File: src/rtl/gpsdo_ctrl.sv
// GPSDO discipline supervisor: selects the DAC code source (free-run, loop,
// holdover average, manual) and serialises writes through a one-deep slot.
module gpsdo_ctrl #(
    parameter int unsigned DAC_WIDTH       = 16,
    parameter int unsigned DAC_MID         = 32767,
    parameter int unsigned LOCK_CNT        = 4,
    parameter int unsigned UNLOCK_CNT      = 2,
    parameter int unsigned AVG_SHIFT       = 4,
    parameter logic [31:0] HOLDOVER_CYCLES = 32'd2_000_000_000
) (
    input  logic                 clk,
    input  logic                 reset,
    input  logic                 en,
    input  logic                 ref_valid,
    input  logic                 pll_valid,
    input  logic [DAC_WIDTH-1:0] pll_dac,
    input  logic                 pll_locked,
    input  logic                 manual_en,
    input  logic                 manual_wr,
    input  logic [DAC_WIDTH-1:0] manual_dac,
    output logic                 dac_wr_valid,
    input  logic                 dac_wr_ready,
    output logic [DAC_WIDTH-1:0] dac_wr_data,
    output logic [2:0]           state,
    output logic [DAC_WIDTH-1:0] holdover_dac,
    output logic                 holdover_expired
);

    localparam int unsigned ACC_W = DAC_WIDTH + AVG_SHIFT;
    localparam logic [DAC_WIDTH-1:0] MID_CODE = DAC_WIDTH'(DAC_MID);

    typedef enum logic [2:0] {
        S_FREERUN  = 3'd0,
        S_ACQUIRE  = 3'd1,
        S_LOCKED   = 3'd2,
        S_HOLDOVER = 3'd3,
        S_MANUAL   = 3'd4
    } state_t;

    state_t               state_q, state_d;
    logic [31:0]          lock_cnt_q, lock_cnt_d;
    logic [31:0]          unlock_cnt_q, unlock_cnt_d;
    logic [31:0]          timer_q, timer_d;
    logic [ACC_W-1:0]     acc_q, acc_d;
    logic                 valid_q, valid_d;
    logic [DAC_WIDTH-1:0] data_q, data_d;
    logic                 start_q;

    logic                 changing;
    logic                 in_loop_q, in_loop_d;
    logic                 fwd;
    logic                 req;
    logic [DAC_WIDTH-1:0] req_data;

    assign holdover_dac = acc_q[ACC_W-1:AVG_SHIFT];

    always_comb begin
        state_d = state_q;
        if (manual_en && state_q != S_MANUAL) begin
            state_d = S_MANUAL;
        end else if (state_q == S_MANUAL) begin
            if (!manual_en) state_d = S_FREERUN;
        end else if (!en && state_q != S_FREERUN) begin
            state_d = S_FREERUN;
        end else begin
            case (state_q)
                S_FREERUN:  if (en && ref_valid) state_d = S_ACQUIRE;
                S_ACQUIRE: begin
                    if (!ref_valid)
                        state_d = S_FREERUN;
                    else if (pll_valid && pll_locked && lock_cnt_q == 32'(LOCK_CNT - 1))
                        state_d = S_LOCKED;
                end
                S_LOCKED: begin
                    if (!ref_valid)
                        state_d = S_HOLDOVER;
                    else if (pll_valid && !pll_locked && unlock_cnt_q == 32'(UNLOCK_CNT - 1))
                        state_d = S_ACQUIRE;
                end
                S_HOLDOVER: if (ref_valid) state_d = S_ACQUIRE;
                default:    state_d = S_FREERUN;
            endcase
        end
    end

    // A pll_valid counts only while the loop stays in ACQUIRE/LOCKED this cycle.
    always_comb begin
        changing  = (state_d != state_q);
        in_loop_q = (state_q == S_ACQUIRE) || (state_q == S_LOCKED);
        in_loop_d = (state_d == S_ACQUIRE) || (state_d == S_LOCKED);
        fwd       = pll_valid && in_loop_q && in_loop_d;

        lock_cnt_d   = lock_cnt_q;
        unlock_cnt_d = unlock_cnt_q;
        timer_d      = timer_q;
        acc_d        = acc_q;

        if (changing) begin
            lock_cnt_d   = '0;
            unlock_cnt_d = '0;
            timer_d      = '0;
        end else begin
            if (state_q == S_ACQUIRE && pll_valid)
                lock_cnt_d = pll_locked ? lock_cnt_q + 32'd1 : '0;
            if (state_q == S_LOCKED && pll_valid)
                unlock_cnt_d = pll_locked ? '0 : unlock_cnt_q + 32'd1;
            if (state_q == S_HOLDOVER && timer_q != HOLDOVER_CYCLES)
                timer_d = timer_q + 32'd1;
        end

        if (state_q != S_LOCKED && state_d == S_LOCKED)
            acc_d = ACC_W'(pll_dac) << AVG_SHIFT;
        else if (state_q == S_LOCKED && state_d == S_LOCKED && pll_valid)
            acc_d = acc_q + ACC_W'(pll_dac) - (acc_q >> AVG_SHIFT);
    end

    always_comb begin
        req      = 1'b0;
        req_data = MID_CODE;
        if (start_q) begin
            req      = 1'b1;
            req_data = MID_CODE;
        end
        if (changing) begin
            case (state_d)
                S_FREERUN:  begin req = 1'b1; req_data = MID_CODE;     end
                S_HOLDOVER: begin req = 1'b1; req_data = holdover_dac; end
                S_MANUAL:   begin req = 1'b1; req_data = manual_dac;   end
                default:    ;
            endcase
        end else if (state_q == S_MANUAL && manual_wr) begin
            req      = 1'b1;
            req_data = manual_dac;
        end
        if (fwd) begin
            req      = 1'b1;
            req_data = pll_dac;
        end

        valid_d = valid_q;
        data_d  = data_q;
        if (req) begin
            valid_d = 1'b1;
            data_d  = req_data;
        end else if (valid_q && dac_wr_ready) begin
            valid_d = 1'b0;
        end
    end

    always_ff @(posedge clk) begin
        if (reset) begin
            state_q      <= S_FREERUN;
            lock_cnt_q   <= '0;
            unlock_cnt_q <= '0;
            timer_q      <= '0;
            acc_q        <= ACC_W'(MID_CODE) << AVG_SHIFT;
            valid_q      <= 1'b0;
            data_q       <= MID_CODE;
            start_q      <= 1'b1;
        end else begin
            state_q      <= state_d;
            lock_cnt_q   <= lock_cnt_d;
            unlock_cnt_q <= unlock_cnt_d;
            timer_q      <= timer_d;
            acc_q        <= acc_d;
            valid_q      <= valid_d;
            data_q       <= data_d;
            start_q      <= 1'b0;
        end
    end

    assign state            = state_q;
    assign dac_wr_valid     = valid_q;
    assign dac_wr_data      = data_q;
    assign holdover_expired = (state_q == S_HOLDOVER) && (timer_q == HOLDOVER_CYCLES);

endmodule

File: config.mk
export PLATFORM = sky130hd
export DESIGN_NAME = gpsdo_ctrl
export DESIGN_NICKNAME = d
export VERILOG_FILES = /design/src/rtl/gpsdo_ctrl.sv
export SDC_FILE = /design/constraint.sdc
export NUM_CORES = 1
export LEC_CHECK = 0
export ABC_AREA = 1
export CAP_MARGIN = 30
export CELL_PAD_IN_SITES_DETAIL_PLACEMENT = 1
export CELL_PAD_IN_SITES_GLOBAL_PLACEMENT = 1
export CORE_MARGIN = 2
export CORE_UTILIZATION = 44
export CTS_BUF_LIST = sky130_fd_sc_hd__clkbuf_2 sky130_fd_sc_hd__clkbuf_4 sky130_fd_sc_hd__clkbuf_8
export DETAILED_ROUTE_END_ITERATION = 8
export PLACE_DENSITY_LB_ADDON = 0.1
export SLEW_MARGIN = 0
export SYNTH_ARGS = -nofsm -noshare
export SYNTH_HDL_FRONTEND = slang
export SYNTH_SLANG_ARGS = --single-unit
File: constraint.sdc
create_clock -name clk -period 3.88 [get_ports clk]
set_input_delay 0.776 -clock clk [delete_from_list [all_inputs] [get_ports clk]]
set_output_delay 0.776 -clock clk [all_outputs]
set_load 0.05 [all_outputs]
# Yosys cells after proc, flatten, opt, wreduce, memory -nomap -nowiden
# Cells that the tools add are included.
[word_totals]
register_bits = 137
latch_bits = 0
mem_bits_rw = 0
romBits = 0
inputBits = 41
output_inout_bits = 37
wordCells = 86
memories = 0
[classes]
add_sub_neg = 5
mul = 0
n_div = 0
order_cmp = 0
eq_ne = 15
shifts = 0
n_mux = 27
bitwise_logic = 0
reduce_logical = 30
[op_table]
columns = ["operator", "n"]
rows = [
  ["$add 32x1->32 const B", 3],
  ["$mux 32", 2],
  ["$mux 16", 3],
  ["$mux 20", 2],
  ["$eq 32x1->1 const B", 1],
  ["$eq 32x2->1 const B", 1],
  ["$eq 32x31->1 const B", 1],
  ["$ne 32x31->1 const B", 1],
  ["$pmux 16 s2", 1],
  ["$mux 3", 10],
  ["$add 20x16->20", 1],
  ["$sub 20x16->20", 1],
  ["$logic_and 1x1->1", 18],
  ["$eq 3x2->1 const B", 4],
  ["$pmux 3 s4", 1],
  ["$mux 1", 8],
  ["$eq 3x1->1 const B", 2],
  ["$eq 3x3->1 const B", 2],
  ["$logic_not 3->1", 2],
  ["$reduce_bool 2->1", 2],
  ["$reduce_or 2->1", 2],
  ["$ne 3x2->1 const B", 1],
  ["$ne 3x3->1", 1],
  ["$ne 3x3->1 const B", 1],
  ["other kinds (4)", 6],
]

# Depth between registers and ports, before layout
[logic_depth]
depth_word = 15
depth_mapped = 21
mapped_depth_nobuf = 20

# Worst setup path after synthesis
# Ideal clock, no wire load.
[synth_path]
path_kind = "register to output"
startpoint = "register timer_q[0]"
endpoint = "output port holdover_expired"
t_arrival_ps = 2490
required_time_ps = 3104
slack_ps = 614
stages_incl_launch_ff = 9
path_buffers = 2
cell_sequence = "dfxtp_1 > inv_1 > ha_1 > nand3_1 > nor4_1 > nand4_1 > clkbuf_1 > clkbuf_1 > nor3_1"
[synth_via]
elab_chain_cells = 2
[synth_rtl]
columns = ["item", "line", "source"]
rows = [
  ["start: declaration", "43", "logic [31:0] timer_q, timer_d;"],
  ["start signal: assignment", "164", "timer_q <= timer_d;"],
  ["$eq 32x31->1", "175", "assign holdover_expired = (state_q == S_HOLDOVER) && (timer_q == HOLDOVER_CYCLES);"],
  ["$logic_and 1x1->1", "175", ""],
  ["end: declaration", "26", "output logic holdover_expired"],
]
# No other way between the ends.

# Worst setup path in the final report
[layout_path]
startpoint = "input port pll_dac[2]"
endpoint = "register acc_q[13]"
[layout_via]
elab_chain_cells = 4
[layout_rtl]
columns = ["item", "line", "source"]
rows = [
  ["start: declaration", "16", "input logic [DAC_WIDTH-1:0] pll_dac,"],
  ["$add 20x16->20", "114", "acc_d = acc_q + ACC_W'(pll_dac) - (acc_q >> AVG_SHIFT);"],
  ["$sub 20x16->20", "114", ""],
  ["$mux 20", "113", "else if (state_q == S_LOCKED && state_d == S_LOCKED && pll_valid)"],
  ["$mux 20", "111", "if (state_q != S_LOCKED && state_d == S_LOCKED)"],
  ["end signal: assignment", "156", "acc_q <= ACC_W'(MID_CODE) << AVG_SHIFT;"],
  ["end: declaration", "44", "logic [ACC_W-1:0] acc_q, acc_d;"],
]
# No other way between the ends. The select of a mux whose other input is x is not followed.
# A chain may end at the register's enable or synchronous reset.

==> impl_metrics.ini <==
[status]
status = finished, final reports clean

[min_path]
hold_path.class = flop to flop

[die]
rows = 54
io_pins = 78
die_h_um = 153
start_util_pct = 44.7
dieWidth_um = 153
core_um2 = 21800
die-area_um2 = 23400

[clock_network]
cts_sinks = 137
clkLatencyLatePin_ns = 0.46
cts_root_buf = clkbuf_8
clock_path_buffers = 2
cts_tree = done
postCtsResizedCells = 0
cts_setup_buffers = 0
holdBufCountCts = 0
cts_buffers = 17
htreeDepth = 4
cts.clk_slew.worst_paths_ns = 0.09

[finish]
area_growth_pct = 14.5
fillCellCount = 2941
drive_gt1_share_pct = 9.66
finish.net_count = 1612
design_area_um2 = 11200
register_area_um2 = 2740
antenna_cells = 0
multi_input_area_um2 = 5880

[logic_synthesis]
synth.distinct_cells = 47
ys_top_cells_by_area = dfxtp_1 (28%), nand2_1 (13%), inv_1 (7.5%)
synthesis.area_um2 = 9760
synth_top_area_share_pct = 28.1
ys_warn_count = 0
synth_area_leader_cell = dfxtp_1
syn_nets = 1552
syn_inst = 1470
ys_seq_area_share_pct = 28.1
ys_ff_latch = 137
syn_area_per_cell_um2 = 6.64

[global_route]
grt_util_met2_pct = 44.0
antenna_found_initial = 3
grtUsageMet1_pct = 34.6
grtUsageMet3_pct = 5.10
grt_max_degree = 29
grt_usage_pct = 26.2
grt_pass1_vias = 10048
grt.overflow.total = 0
grt_pass1_wl_um = 50300
grt.busiest_layer = met2

[detailed_routing]
ant_nets = 0
avgRoutedWirePerCell_um = 16.7
drc = 0
routed_wl_um = 30500
vias = 9864
dr.pass1.iters = 5
routed_via_density = 5.41
drt_iter0_markers = 481

[critical_path]
cp.depth = 15
r2r_slack_ns = 0.89
startpoint_type = input pin
cp_num_buf_inv = 3
r2r-start = unlock_cnt_q[0]$_SDFFE_PP0P_
ff2ff_path_depth = 19
path_class = input pin to flop
cp-end-kind = flop
cp_slowest_cell = fa_1
cpLargestDelayFamily = compound AO/OA/AOI/OAI gates
cp_cell_sequence = clkdlybuf4s50_1 > inv_1 > fa_1 > inv_1 > ha_1 > a21oi_1 > nand2_1 > a21boi_0 > o21ai_0 > a21oi_1 > o21ai_0 > nor2_1 > nor2_1 > nand2_1 > o2111ai_1
crit_end = acc_q[13]$_SDFFE_PP1P_
critPathMaxFanout = 3
arrival_ns = 3.75
r2r_end = dac_wr_data[5]$_SDFFE_PP1P_
startpoint = pll_dac[2]
slowest_delay_ns = 0.53
crit_required_ns = 4.19

[pwr]
p_leak_uw = 0.00463
peakVddDrop_mv = 0.195
power_density_nw_per_um2 = 291

[placement]
postPlaceCellArea_um2 = 10800
hpwl_um = 23600
gp_congestion = 0.911
port_buffers = 77

[sta]
rsz0062_at_grt = no
slew_violations = 0
finalSetupTns_ns = 0
relSlewSlack_pct = 50.5
finalClockSkew_ns = 0.0184
setup_viol = 0
fmax_ghz = 0.291
tightest_slew_ns = 0.742
period_needed_ns = 3.43
hold_violations = 0
finalCritPeriodShare_pct = 88.5

[flow_run]
cap_violations = 0
-- worst reg2reg max path: stages, from the launching register on --
cell and delay (ns):
dfxtp_1 0.41, ha_1 0.17, nand2_1 0.05, nor2_1 0.09, nand2_1 0.05, nor2_1 0.13, nand4_1 0.21, nand2_1 0.13
nand2_1 0.07, nand2_1 0.12, buf_4 0.26, nand3_1 0.14, nand2_1 0.47, nand3_1 0.20, nand2_1 0.12, nand2_1 0.05
nand2_1 0.05, nand2_1 0.06, nand2_1 0.06, nand2_1 0.04
-- per-stage QoR --
stage | power (µW) | cells | hold WS [ns] | worst slack (ns) | utilization, %
CTS | 3280 | 1823 | 0.480 | 0.508 | 51.2
floorplan | 1820 | 1470 | 0.443 | 0.614 | -
global placement | 2000 | 1791 | 0.459 | 0.106 | 49.3
global route | 3390 | 1823 | 0.515 | 0.183 | 51.2
detailed placement | 2010 | 1791 | 0.469 | 0.0161 | 49.3
finish | 3250 | 1823 | 0.477 | 0.447 | 51.2
-- per-layer routing --
metal / routed length [µm] / share of wire, %
met5: 19 / 0.062
met4: 603 / 2.0
met3: 1410 / 4.6
met2: 14400 / 47
met1: 14100 / 46
-- cells by family (layout without fill, tap and decap cells) --
group	Yosys count	after routing	share of synthesized area [%]
and+or+nand+nor	826	826	39.5
buffers and inverters	268	341	11.7
AOI/OAI and AO/OA	137	137	8.81
DFF	137	137	28.1
xor gates and xnor gates	61	61	5.47
adders and majority gates	41	41	6.49
-- cells in the mapped netlist, drive strengths merged --
cell	number
a211oi	6
a21boi	1
a21o	3
a21oi	75
a31oi	1
and2	1
and3	1
buf	45
clkbuf	22
clkinv	1
dfxtp	137
fa	16
ha	25
inv	200
nand2	344
nand3	104
nand3b	2
nand4	57
nor2	182
nor3	70
nor3b	20
nor4	22
o2111ai	10
o21ai	32
o221ai	1
o22ai	7
o31ai	1
or2	21
or3	2
xnor2	16
xor2	45
-- cells in the final DEF (no fill, tap or decap), types with 3 or more instances in the layout --
master	instances
xnor2_1	16
nor3_1	59
clkdlybuf4s50_1	76
a211oi_1	5
a21oi_1	55
o2111ai_1	10
fa_1	16
nor3b_2	7
dfxtp_1	137
nor3b_1	13
inv_2	6
nor2_1	176
o22ai_1	7
or2_2	21
a21o_1	3
nand4_1	56
nand3_1	101
inv_6	3
nor2_2	4
o21ai_0	30
buf_12	3
ha_1	25
a21oi_2	20
nand2_1	341
clkbuf_4	3
nand3_2	3
nor3_2	11
buf_4	29
nor4_1	20
clkbuf_8	18
xor2_1	45
clkinv_4	4
inv_1	194
-- worst min-delay path by stage --
| stage | depth (start not counted) | endpoint | from |
|---|---|---|---|
| after floorplan | 2 | acc_q[0]$_SDFFE_PP0P_ | acc_q[0]$_SDFFE_PP0P_ |
| after global placement | 2 | timer_q[31]$_SDFFE_PP0P_ | timer_q[31]$_SDFFE_PP0P_ |
| after detailed placement | 2 | timer_q[31]$_SDFFE_PP0P_ | timer_q[31]$_SDFFE_PP0P_ |
| after CTS | 2 | timer_q[31]$_SDFFE_PP0P_ | timer_q[31]$_SDFFE_PP0P_ |
| after global routing | 2 | acc_q[0]$_SDFFE_PP0P_ | acc_q[0]$_SDFFE_PP0P_ |
| final | 2 | timer_q[31]$_SDFFE_PP0P_ | timer_q[31]$_SDFFE_PP0P_ |
-- power by group --
part	switching [µW]	internal, µW	total (µW)
Combinational	347	193	540
Sequential	17.7	1430	1440
Clock	640	624	1260
Total	1000	2240	3250
-- registers in the layout (all words and copies together), names as in the netlist --
signal / flops
lock_cnt_q: 32
timer_q: 32
unlock_cnt_q: 32
acc_q: 20
dac_wr_data: 16
state: 3
dac_wr_valid: 1
start_q: 1
-- final cells by class --
type,instances,share of cell area (%)
repair buffers,108,9.29
flip-flops and latches,137,24.5
well taps,280,3.14
clock buffers,21,2.42
inverters,201,6.75
multi-input cells,1065,52.6
clock inverters,11,1.23
Power figures use the tool's default switching activity.
